==> src/rtl/uart_pkg.sv <==
`default_nettype none
// +----------------------------------------------------------------------------+
// | Module : uart_pkg                                                          |
// | Brief  : Shared types and helpers for the UART word assembler.             |
// | Rev    : 1.0  initial release                                              |
// +----------------------------------------------------------------------------+
package uart_pkg;

    localparam int WORD_W = 32;

    typedef enum logic {HDR, PAYLOAD} asm_state_t;

    typedef struct packed {
        logic [15:0] cols;
        logic [15:0] rows;
    } mat_dim_t;

    // Number of payload words announced by a header; 16x16 product fits in a word.
    function automatic logic [WORD_W-1:0] dim_words(input mat_dim_t dim);
        return WORD_W'(dim.cols) * WORD_W'(dim.rows);
    endfunction

endpackage
`default_nettype wire

==> src/rtl/byte_packer.sv <==
`default_nettype none
// +----------------------------------------------------------------------------+
// | Module : byte_packer                                                       |
// | Brief  : Packs UART bytes LSB-first into words; word_done marks the cycle  |
// |          the final byte arrives so the word can be captured on that edge.  |
// | Rev    : 1.0  initial release                                              |
// +----------------------------------------------------------------------------+
module byte_packer
    import uart_pkg::*;
#(
    parameter int BYTES_PER_WORD = 4
) (
    input  logic              clk,
    input  logic              rstn,
    input  logic [7:0]        rx_byte,
    input  logic              rx_valid,
    input  logic              flush,
    output logic [WORD_W-1:0] word,
    output logic              word_done,
    output logic              partial
);

    localparam int c_IDX_W = $clog2(BYTES_PER_WORD);
    localparam int c_BUF_W = WORD_W - 8;
    localparam logic [c_IDX_W-1:0] c_LAST = c_IDX_W'(BYTES_PER_WORD - 1);

    logic [c_IDX_W-1:0] r_idx;
    logic [c_BUF_W-1:0] r_buf;

    always_ff @(posedge clk) begin
        if (!rstn) begin
            r_idx <= '0;
            r_buf <= '0;
        end else if (flush) begin
            r_idx <= '0;
        end else if (rx_valid) begin
            if (r_idx == c_LAST) begin
                r_idx <= '0;
            end else begin
                r_buf[{r_idx, 3'b000} +: 8] <= rx_byte;
                r_idx                       <= r_idx + 1'b1;
            end
        end
    end

    // The last byte bypasses the buffer so the full word is visible in its arrival cycle.
    assign word      = {rx_byte, r_buf};
    assign word_done = rx_valid && (r_idx == c_LAST);
    assign partial   = (r_idx != '0);

endmodule
`default_nettype wire

==> src/rtl/uart_word_assembler.sv <==
`default_nettype none
// +----------------------------------------------------------------------------+
// | Module : uart_word_assembler                                               |
// | Brief  : Frames UART bytes into header/payload words with a 1-entry hold   |
// |          register. Define WORD_ASM_TIMEOUT_EN for the inter-byte timeout.  |
// | Rev    : 1.0  initial release                                              |
// +----------------------------------------------------------------------------+
module uart_word_assembler
    import uart_pkg::*;
#(
    parameter int BYTES_PER_WORD = 4,
    parameter int TIMEOUT_CYC    = 50000
) (
    input  logic              clk,
    input  logic              rstn,
    input  logic [7:0]        rx_byte,
    input  logic              rx_valid,
    output logic [WORD_W-1:0] s_data,
    output logic              data_valid,
    input  logic              s_ready,
    output logic              is_header,
    output logic              frame_done,
    output logic              overflow,
    output logic              timeout_err
);

    logic [WORD_W-1:0] w_word;
    logic              w_word_done;
    logic              w_partial;
    logic              w_flush;

    byte_packer #(
        .BYTES_PER_WORD (BYTES_PER_WORD)
    ) u_packer (
        .clk       (clk),
        .rstn      (rstn),
        .rx_byte   (rx_byte),
        .rx_valid  (rx_valid),
        .flush     (w_flush),
        .word      (w_word),
        .word_done (w_word_done),
        .partial   (w_partial)
    );

    asm_state_t        r_state;
    logic [WORD_W-1:0] r_rem;
    logic [WORD_W-1:0] r_data;
    logic              r_valid;
    logic              r_hdr;
    logic              r_last;
    logic              r_frame_done;
    logic              r_overflow;

    logic              w_xfer;
    logic              w_load;
    logic [WORD_W-1:0] w_hdr_words;
    logic              w_word_last;

    assign w_xfer      = r_valid && s_ready;
    assign w_load      = w_word_done && (!r_valid || s_ready);
    assign w_hdr_words = dim_words(mat_dim_t'(w_word));
    // A word closes its frame if it is an empty header or the final payload word.
    assign w_word_last = (r_state == HDR) ? (w_hdr_words == '0) : (r_rem == WORD_W'(1));

    always_ff @(posedge clk) begin
        if (!rstn) begin
            r_state      <= HDR;
            r_rem        <= '0;
            r_data       <= '0;
            r_valid      <= 1'b0;
            r_hdr        <= 1'b0;
            r_last       <= 1'b0;
            r_frame_done <= 1'b0;
            r_overflow   <= 1'b0;
        end else begin
            r_frame_done <= w_xfer && r_last;

            if (w_load) begin
                r_data  <= w_word;
                r_valid <= 1'b1;
                r_hdr   <= (r_state == HDR);
                r_last  <= w_word_last;
            end else if (w_xfer) begin
                r_valid <= 1'b0;
            end

            if (w_word_done && !w_load) begin
                r_overflow <= 1'b1;
            end

            // Framing follows the byte stream, so dropped words still count.
            if (w_word_done) begin
                if (r_state == HDR) begin
                    r_rem   <= w_hdr_words;
                    r_state <= (w_hdr_words == '0) ? HDR : PAYLOAD;
                end else begin
                    r_rem <= r_rem - 1'b1;
                    if (r_rem == WORD_W'(1)) begin
                        r_state <= HDR;
                    end
                end
            end
        end
    end

    assign s_data     = r_data;
    assign data_valid = r_valid;
    assign is_header  = r_hdr;
    assign frame_done = r_frame_done;
    assign overflow   = r_overflow;

`ifdef WORD_ASM_TIMEOUT_EN
    localparam logic [31:0] c_TIMEOUT_LAST = 32'(TIMEOUT_CYC - 1);

    logic [31:0] r_idle;
    logic        r_timeout;

    assign w_flush = w_partial && !rx_valid && (r_idle == c_TIMEOUT_LAST);

    always_ff @(posedge clk) begin
        if (!rstn) begin
            r_idle    <= '0;
            r_timeout <= 1'b0;
        end else if (rx_valid || !w_partial) begin
            r_idle <= '0;
        end else if (w_flush) begin
            r_idle    <= '0;
            r_timeout <= 1'b1;
        end else begin
            r_idle <= r_idle + 1'b1;
        end
    end

    assign timeout_err = r_timeout;
`else
    logic        w_unused_partial;
    logic [31:0] w_unused_timeout;

    assign w_unused_partial = w_partial;
    assign w_unused_timeout = 32'(TIMEOUT_CYC);
    assign w_flush          = 1'b0;
    assign timeout_err      = 1'b0;
`endif

endmodule
`default_nettype wire

==> config.mk <==
export PLATFORM = sky130hd
export DESIGN_NAME = uart_word_assembler
export DESIGN_NICKNAME = d
export VERILOG_FILES = /design/src/rtl/uart_pkg.sv /design/src/rtl/byte_packer.sv /design/src/rtl/uart_word_assembler.sv
export SDC_FILE = /design/constraint.sdc
export NUM_CORES = 1
export LEC_CHECK = 0
export ABC_AREA = 1
export CORE_MARGIN = 8
export CORE_UTILIZATION = 40
export CTS_CLUSTER_DIAMETER = 120
export DETAILED_ROUTE_END_ITERATION = 8
export GPL_TIMING_DRIVEN = 0
export PLACE_DENSITY = 0.67
export SLEW_MARGIN = 5
export SYNTH_ARGS = -nofsm -noshare
export SYNTH_HDL_FRONTEND = slang
export SYNTH_HIERARCHICAL = 1
export SYNTH_SLANG_ARGS = --single-unit
==> constraint.sdc <==
create_clock -name clk -period 8.2 [get_ports clk]
set_clock_uncertainty 0.05 [all_clocks]
set_input_delay 1.64 -clock clk [delete_from_list [all_inputs] [get_ports clk]]
set_output_delay 1.64 -clock clk [all_outputs]
set_load 0.05 [all_outputs]
### Word level (Yosys, flattened, before mapping)

Index checks and enable logic that the tools add are counted.

* register bits after elaboration: 96
* input port bits: 12
* output and inout port bits: 37
* word-level logic and storage cells: 40

* $add $sub $neg: 3
* multipliers: 1
* eq/ne operators: 2
* shift-type cells: 2
* multiplexer cells: 9
* bitwise gates (word level): 2
* reductions and logical operators: 11

Operator list (count)
* $eq 32x1->1 const B: 1
* $logic_not 32->1: 1
* $mul 16x16->32: 1
* $mux 32: 1
* $sub 32x1->32 const B: 1
* $bwmux 24: 1
* $shift 8x7->24 const A: 1
* $shiftx 8x7->24: 1
* $neg 5->7: 1
* $mux 1: 6
* $logic_and 1x1->1: 5
* $add 2x1->2 const B: 1
* $eq 2x2->1 const B: 1
* $logic_not 1->1: 2
* $mux 2: 1
* $not 1->1: 2
* $reduce_and 2->1: 1
* $reduce_bool 2->1: 1
* $logic_or 1x1->1: 1

### Longest topological paths before layout

Gate-level depths: netlist of the first run.

* word-level depth: 5
* gate-level depth with buffers: 34
* gate-level depth less buffers: 31

### Hierarchy

Netlist of the first run, hierarchy kept.

By module, submodules not included
* uart_word_assembler: times used 1, cells each 1933, area each 13110.1 µm², seq. area each 1401.3 µm²
* byte_packer: times used 1, cells each 221, area each 1455.1 µm², seq. area each 520.5 µm²

### Worst setup path after synthesis of the first run

Ideal clock, no wire load.

* path type: input-to-reg
* from: in rx_byte[2]
* to: reg r_state
* library setup time: 0.129 ns
* data arrival time: 6.814 ns
* data required time: 8.021 ns
* slack: 1.206 ns
* stages: 28
* buffers on the path: 3
* path through: buf_4 > clkbuf_1 > clkbuf_1 > nand2_1 > fa_1 > fa_1 > fa_1 > fa_1 > inv_1 > fa_1 > inv_1 > fa_1 > inv_1 > ha_1 > nand2_1 > nor2_1 > and2_1 > nand2_1 > nand2_1 > nand2_1 > nand2_1 > nand2_1 > nor2_1 > nand3_1 > nor2_1 > nand2_1 > nand2_1 > a21oi_1

* word-level cells in the longest chain between the ends: 4

RTL lines
* start: declaration: RTL line uart_word_assembler.sv:16 `input logic [7:0] rx_byte,`
* $mul 16x16->32: RTL line uart_pkg.sv:20 `return WORD_W'(dim.cols) * WORD_W'(dim.rows);`
* $logic_not 32->1: RTL line uart_word_assembler.sv:95 `r_state <= (w_hdr_words == '0) ? HDR : PAYLOAD;`
* $mux 1: RTL line uart_word_assembler.sv:95
* $mux 1: RTL line uart_word_assembler.sv:93 `if (r_state == HDR) begin`
* end signal: assignment: RTL line uart_word_assembler.sv:95
* end: declaration: RTL line uart_word_assembler.sv:45 `asm_state_t r_state;`

No other way between the ends.
A chain may end at the register's enable or synchronous reset.

### Final worst setup path of the first run

Ends and elaborated chain as after synthesis.

==> reports/qor.yml, run 1 <==
setup_slack_ns: 0.347
synth_edf_count: 0
p_leak_uw: 0.00901
switching_share: 0.386
die_w_um: 207
dieHeight_um: 207
via_per_inst: 4.97
tritoncts: "yes"
ff2ff_path_depth: 26
final_util: 0.437
hold_path.class: "reg -> reg"
cts_setup_buffers: 0
status: "finished, final reports clean"
wl_per_cell_um: 15.8
initial_core_util: 0.402
grt_usage: 0.207
synthFlopType: "dfxtp_1"
p_seq_frac: 0.335
drt-initial-drc-count: 1008
syn_inst: 2154
netlist_area_um2: 14600
async_flop_share: 0
core_um2: 36300
hold_depth: 2
cp-start-kind: "primary input"
p_switching_uw: 547
fmax_mhz: 127
clock_tree.buffer_depth: 2
pwr-share-clk: 0.308
area_delta_synth_final_pct: 8.86
rsz0062_at_grt: "false"
endpoint_kind: "register"
ios: 49
clk_pin_slew_worst_paths_ns: 0.07
cp_max_fo: 17
slew_viol_final: 0
setup_viol: 0
cts_resized: 7
grt_pass1_wl_um: 69600
place.gp.congestion: 0.944
syn_avg_cell_area_um2: 6.76
holdPathEnd: "frame_done$_SDFF_PN0_"
comb_power_share: 0.357
fin_crit_sh: 0.958
synth.distinct_cells: 44
drt_first_pass_iters: 6
wl_um: 42300
antenna_found_initial: 0
power_density_nw_per_um2: 89.5
tightest_slew_ns: 0.833
grt_max_degree: 18
grt_pass1_vias: 13266
critPathKind: "in -> reg"
diodes: 0
dp_hpwl_um: 34600
clock_latency_ns: 0.36
place.port_buffers: 45
root_buffer: "clkbuf_16"
num-nets-final: 2513
yosysWarnings: 6
ys_seq_area_frac: 0.132
min_from: "r_last$_SDFFE_PN0P_"
fillers: 3825
maxCapViolCount: 0
pre_cts_slack_ns: -0.932
clock-sinks: 96
r2r-start: "u_packer/r_buf[3]$_SDFFE_PN0P_"
cts_buffers: 9
drive_gt1_frac: 0.0295
ir_worst_vdd_mv: 0.141
slew_headroom: 0.445
arrival_ns: 8.02
grt_overflow: 0
vias: 13275
synth-seq-cells: 96
worstReg2RegEnd: "r_state$_SDFFE_PN0P_"
power.internal_uw: 872
die_area_um2: 42800
total_power_uw: 1420
fp-row-count: 70
drc_errors: 0
min_period_ns: 7.85
holdWs_ns: 0.410
required_ns: 8.36
htreeDepth: 3
hold_viol: 0
holdBufCountCts: 0
antenna_left: 0
rrSetupSlack_ns: 1.01
-- metrics by stage --
stage	std cells	area, um^2	setup TNS (ns)
after floorplan	2156	14600	0
after global placement	2669	15600	-11.68
after detailed placement	2669	15600	-11.97
after CTS	2676	15900	0
after global routing	2669	15900	0
final	2669	15900	0
-- cell type report --
| cell class | count | area (um^2) | area share |
|---|---|---|---|
| tap | 468 | 586 | 0.0369 |
| timing repair buffer | 45 | 450 | 0.0284 |
| sequential | 96 | 1920 | 0.121 |
| buffer | 93 | 419 | 0.0264 |
| inverter | 518 | 1940 | 0.123 |
| clock inverter | 7 | 76.3 | 0.00481 |
| multi-input combinational | 1433 | 10200 | 0.645 |
| clock buffer | 9 | 225 | 0.0142 |
-- critical path, stage by stage --
cell and delay [ns]:
clkdlybuf4s50_1 0.56, buf_4 0.32, nand2_1 0.13, fa_1 0.54, fa_1 0.59, fa_1 0.47, fa_1 0.56, inv_1 0.05
fa_1 0.48, inv_1 0.05, fa_1 0.48, inv_1 0.05, ha_1 0.36, nand2_1 0.18, nor2_2 0.25, nand3_1 0.21
nand3_1 0.19, nand3_1 0.11, nand3_1 0.14, nand2_1 0.07, nor2_1 0.09, nand2_1 0.06, nor2_1 0.11, nand2_1 0.15
nand2_1 0.09, a21oi_1 0.07
-- layout by cell type, fill, tap and decap left out, drive strengths merged, types with 10 or more instances in the layout --
cell / instances
nand2: 632
buf: 20
ha: 111
clkdlybuf4s50: 45
fa: 194
xnor2: 10
inv: 518
nor3: 13
xor2: 12
clkbuf: 82
a21oi: 67
dfxtp: 96
o211ai: 23
nand4: 20
o21ai: 46
nand3: 65
nor2: 214
-- synthesized netlist by cell type, types with 10 or more instances --
cell / number / area [um^2]
a21oi_1: 67 / 335
buf_4: 11 / 82.6
clkbuf_1: 89 / 334
dfxtp_1: 96 / 1920
fa_1: 194 / 3880
ha_1: 111 / 1390
inv_1: 513 / 1930
nand2_1: 626 / 2350
nand3_1: 61 / 305
nand4_1: 19 / 119
nor2_1: 204 / 766
nor3_1: 10 / 50.1
o211ai_1: 22 / 165
o21ai_0: 46 / 230
xnor2_1: 10 / 87.6
xor2_1: 12 / 105
-- sequential cells by signal, indices dropped and copies added (netlist names) --
| signal | cells |
|---|---|
| s_data | 32 |
| r_rem | 32 |
| frame_done | 1 |
| r_last | 1 |
| overflow | 1 |
| r_state | 1 |
| data_valid | 1 |
| is_header | 1 |
| u_packer/r_idx | 2 |
| u_packer/r_buf | 24 |
-- cell families after synthesis --
kind of cell,after synthesis,synth area share
simple gates,955,0.269
fa+ha+maj,305,0.362
buf+inv,627,0.166
compound gates,148,0.0574
flops,96,0.132
other cells,1,0.000257
xor+xnor,22,0.0132
-- layer usage --
metal  global-route usage  up-vias  share of wire
li1                     -     6369              -
met1                0.281     6370           0.45
met2                0.335      455           0.45
met5                    0        -              0
met4               0.0916        0          0.043
met3               0.0195       81          0.060
-- how the worst max path moves through the flow --
stage / startpoint / end / slack (ns) / cells past startpoint
floorplan: rx_byte[2] / r_state$_SDFFE_PN0P_ / 1.21 / 28
global placement: rx_byte[1] / r_state$_SDFFE_PN0P_ / -0.95 / 28
detailed placement: rx_byte[1] / r_state$_SDFFE_PN0P_ / -0.93 / 28
CTS: rx_byte[2] / r_state$_SDFFE_PN0P_ / 0.12 / 27
global route: rx_byte[4] / r_state$_SDFFE_PN0P_ / 0.04 / 28
finish: rx_byte[2] / r_state$_SDFFE_PN0P_ / 0.35 / 26
-- power groups by stage --
stage	registers (uW)	logic [uW]	clock network (uW)
6_report	476	506	437
5_1_grt	477	564	456
4_1_cts	476	506	441
3_5_place_dp	487	503	0
3_3_place_gp	487	498	0
2_1_floorplan	489	323	0
No activity file was read; power rests on OpenSTA's default activity.
==> inputs of run 2 (changes only) <==
GPL_ROUTABILITY_DRIVEN = 0   (was unset)
MAX_ROUTING_LAYER = met4   (was unset)
==> run 2 against run 1 <==
Effect of this change: register-to-register slack about the same; sequential power barely moved; utilization unchanged; worst hold slack worse by 0.0086 ns; cell area stayed put; total power down 1.8%; wire length down 2.4%; non-clock buffer count up 2; die area stayed put; maximum frequency shrank 1.2%; global-route usage is 0.41 points higher.
==> reports/qor.yml, run 2 (synthesis gave the netlist of run 1 again) <==
setup_viol: 0  # unchanged
via_per_inst: 4.99  # +0.38%
fillers: 3839  # +0.37%
tightest_slew_ns: 0.817  # -0.0166 ns
htreeDepth: 3  # unchanged
grt_pass1_wl_um: 69500  # -0.19%
endpoint_kind: "register"
cp-start-kind: "primary input"
arrival_ns: 8.21  # +0.19 ns
diodes: 0  # unchanged
clock_tree.buffer_depth: 2  # unchanged
clk_pin_slew_worst_paths_ns: 0.07  # about the same
antenna_found_initial: 0  # unchanged
ir_worst_vdd_mv: 0.121  # -14%
die_area_um2: 42800  # unchanged
vias: 13336  # +0.46%
die_w_um: 207  # unchanged
dp_hpwl_um: 33800  # -2.3%
cts_buffers: 9  # unchanged
place.port_buffers: 45  # unchanged
required_ns: 8.46  # +0.10 ns
area_delta_synth_final_pct: 8.86  # unchanged
slew_headroom: 0.456  # +0.0110
wl_um: 41300  # -2.4%
grt_overflow: 0  # unchanged
total_power_uw: 1390  # -1.8%
power_density_nw_per_um2: 87.9  # -1.8%
wl_per_cell_um: 15.5  # -2.4%
min_period_ns: 7.95  # +0.0954 ns
critPathKind: "in -> reg"
cp_max_fo: 10  # -7
p_leak_uw: 0.00902  # +0.10%
fin_crit_sh: 0.969  # +0.0116
fp-row-count: 70  # unchanged
clock_latency_ns: 0.36  # about the same
dieHeight_um: 207  # unchanged
slew_viol_final: 0  # unchanged
grt_usage: 0.211  # +0.00411
drt_first_pass_iters: 6  # unchanged
layout_common_cells: "626 x nand2_1, 513 x inv_1, 202 x nor2_1, 194 x fa_1, 111 x ha_1"
hold_path.class: "reg -> reg"
num-nets-final: 2515  # +0.080%
grt_max_degree: 17  # -1
maxCapViolCount: 0  # unchanged
setup_slack_ns: 0.252  # -0.0954 ns
hold_viol: 0  # unchanged
dpl_cell_area_um2: 15600  # unchanged
drc_errors: 0  # unchanged
multiInputGateArea_um2: 10200  # unchanged
fin_setup_tns_ns: 0  # unchanged
rsz0062_at_grt: "false"
final_common_cell: "nand2_1"
grt_pass1_vias: 13726  # +3.5%
drive_gt1_frac: 0.0300  # +0.000427
status: "finished, final reports clean"
root_buffer: "clkbuf_16"
final_util: 0.437  # unchanged
pre_cts_slack_ns: -0.793  # +0.140 ns
antenna_left: 0  # unchanged
tritoncts: "yes"
core_um2: 36300  # unchanged
regArea_um2: 1920  # unchanged
holdBufCountCts: 0  # unchanged
design_area_um2: 15900  # unchanged
initial_core_util: 0.402  # unchanged
drt-initial-drc-count: 1158  # +15%
ios: 49  # unchanged
clock-sinks: 96  # unchanged
fmax_mhz: 126  # -1.2%
[run 2: cell count changes in the layout (fill, tap and decap cells not counted), sizes merged]
| cell | change |
|---|---|
| clkinvlp | -2 |
| bufinv | -1 |
| inv | -1 |
| clkbuf | +5 |
| clkinv | +1 |
[run 2: what timing repair did]
item                       4_1_cts  5_1_grt
hold endpoints to repair         0        0
gates resized for setup          7        2
setup endpoints to repair        7        3
setup buffers                    0        0
[run 2: per-stage QoR]
step                      hold slack (ns)  instances
after floorplan                     0.372       2156
after global placement              0.387       2669
after detailed placement            0.392       2669
after CTS                           0.404       2677
after global routing                0.429       2671
final                               0.401       2671
[run 2: area by class of cell]
class                   count  area share
multi-input cells        1433       0.645
flip-flops and latches     96       0.121
clock buffers              12      0.0162
clock inverters             4     0.00221
plain buffers              95      0.0271
inverters                 518       0.123
repair buffers             45      0.0284
well taps                 468      0.0369
[run 2: path summary, 6_finish.rpt]
| kind | from | end | slack, ns | depth (start not counted) |
|---|---|---|---|---|
| max | rx_byte[1] | r_last$_SDFFE_PN0P_ | 0.25 | 28 |
| max reg2reg | u_packer/r_buf[3]$_SDFFE_PN0P_ | r_last$_SDFFE_PN0P_ | 1.02 | 27 |
| min reg2reg | r_last$_SDFFE_PN0P_ | frame_done$_SDFF_PN0_ | 0.40 | 2 |
| min | r_last$_SDFFE_PN0P_ | frame_done$_SDFF_PN0_ | 0.40 | 2 |
[run 2: report_power, final]
group	switching, uW	internal [uW]
sequential	4.04	472
clock	192	226
combinational	339	160
[run 2: worst max-delay path, cell delays in order]
cell and delay [ns]:
clkdlybuf4s50_1 0.53, buf_4 0.23, clkbuf_2 0.30, nand2_1 0.14, fa_1 0.50, fa_1 0.52, fa_1 0.51, inv_1 0.06
fa_1 0.50, fa_1 0.50, inv_1 0.06, fa_1 0.50, inv_1 0.05, ha_1 0.43, nand2_1 0.14, nor2_1 0.23
nand4_1 0.18, nand3_1 0.20, nand2_1 0.08, nand2_1 0.19, nand2_1 0.09, nor2_1 0.10, nand3_1 0.07, nor2_1 0.10
nand2_1 0.11, nand3_1 0.12, nand2_1 0.07, inv_1 0.05
[run 2: routing by layer]
metal | GRT usage | part of all wire | routed length [um] | up-vias
met5 | - | 0 | 0 | -
met4 | 0.0919 | 0.042 | 1750 | 0
met3 | 0.0217 | 0.072 | 2980 | 93
met2 | 0.331 | 0.45 | 18700 | 544
met1 | 0.277 | 0.43 | 17900 | 6326
li1 | - | - | - | 6373
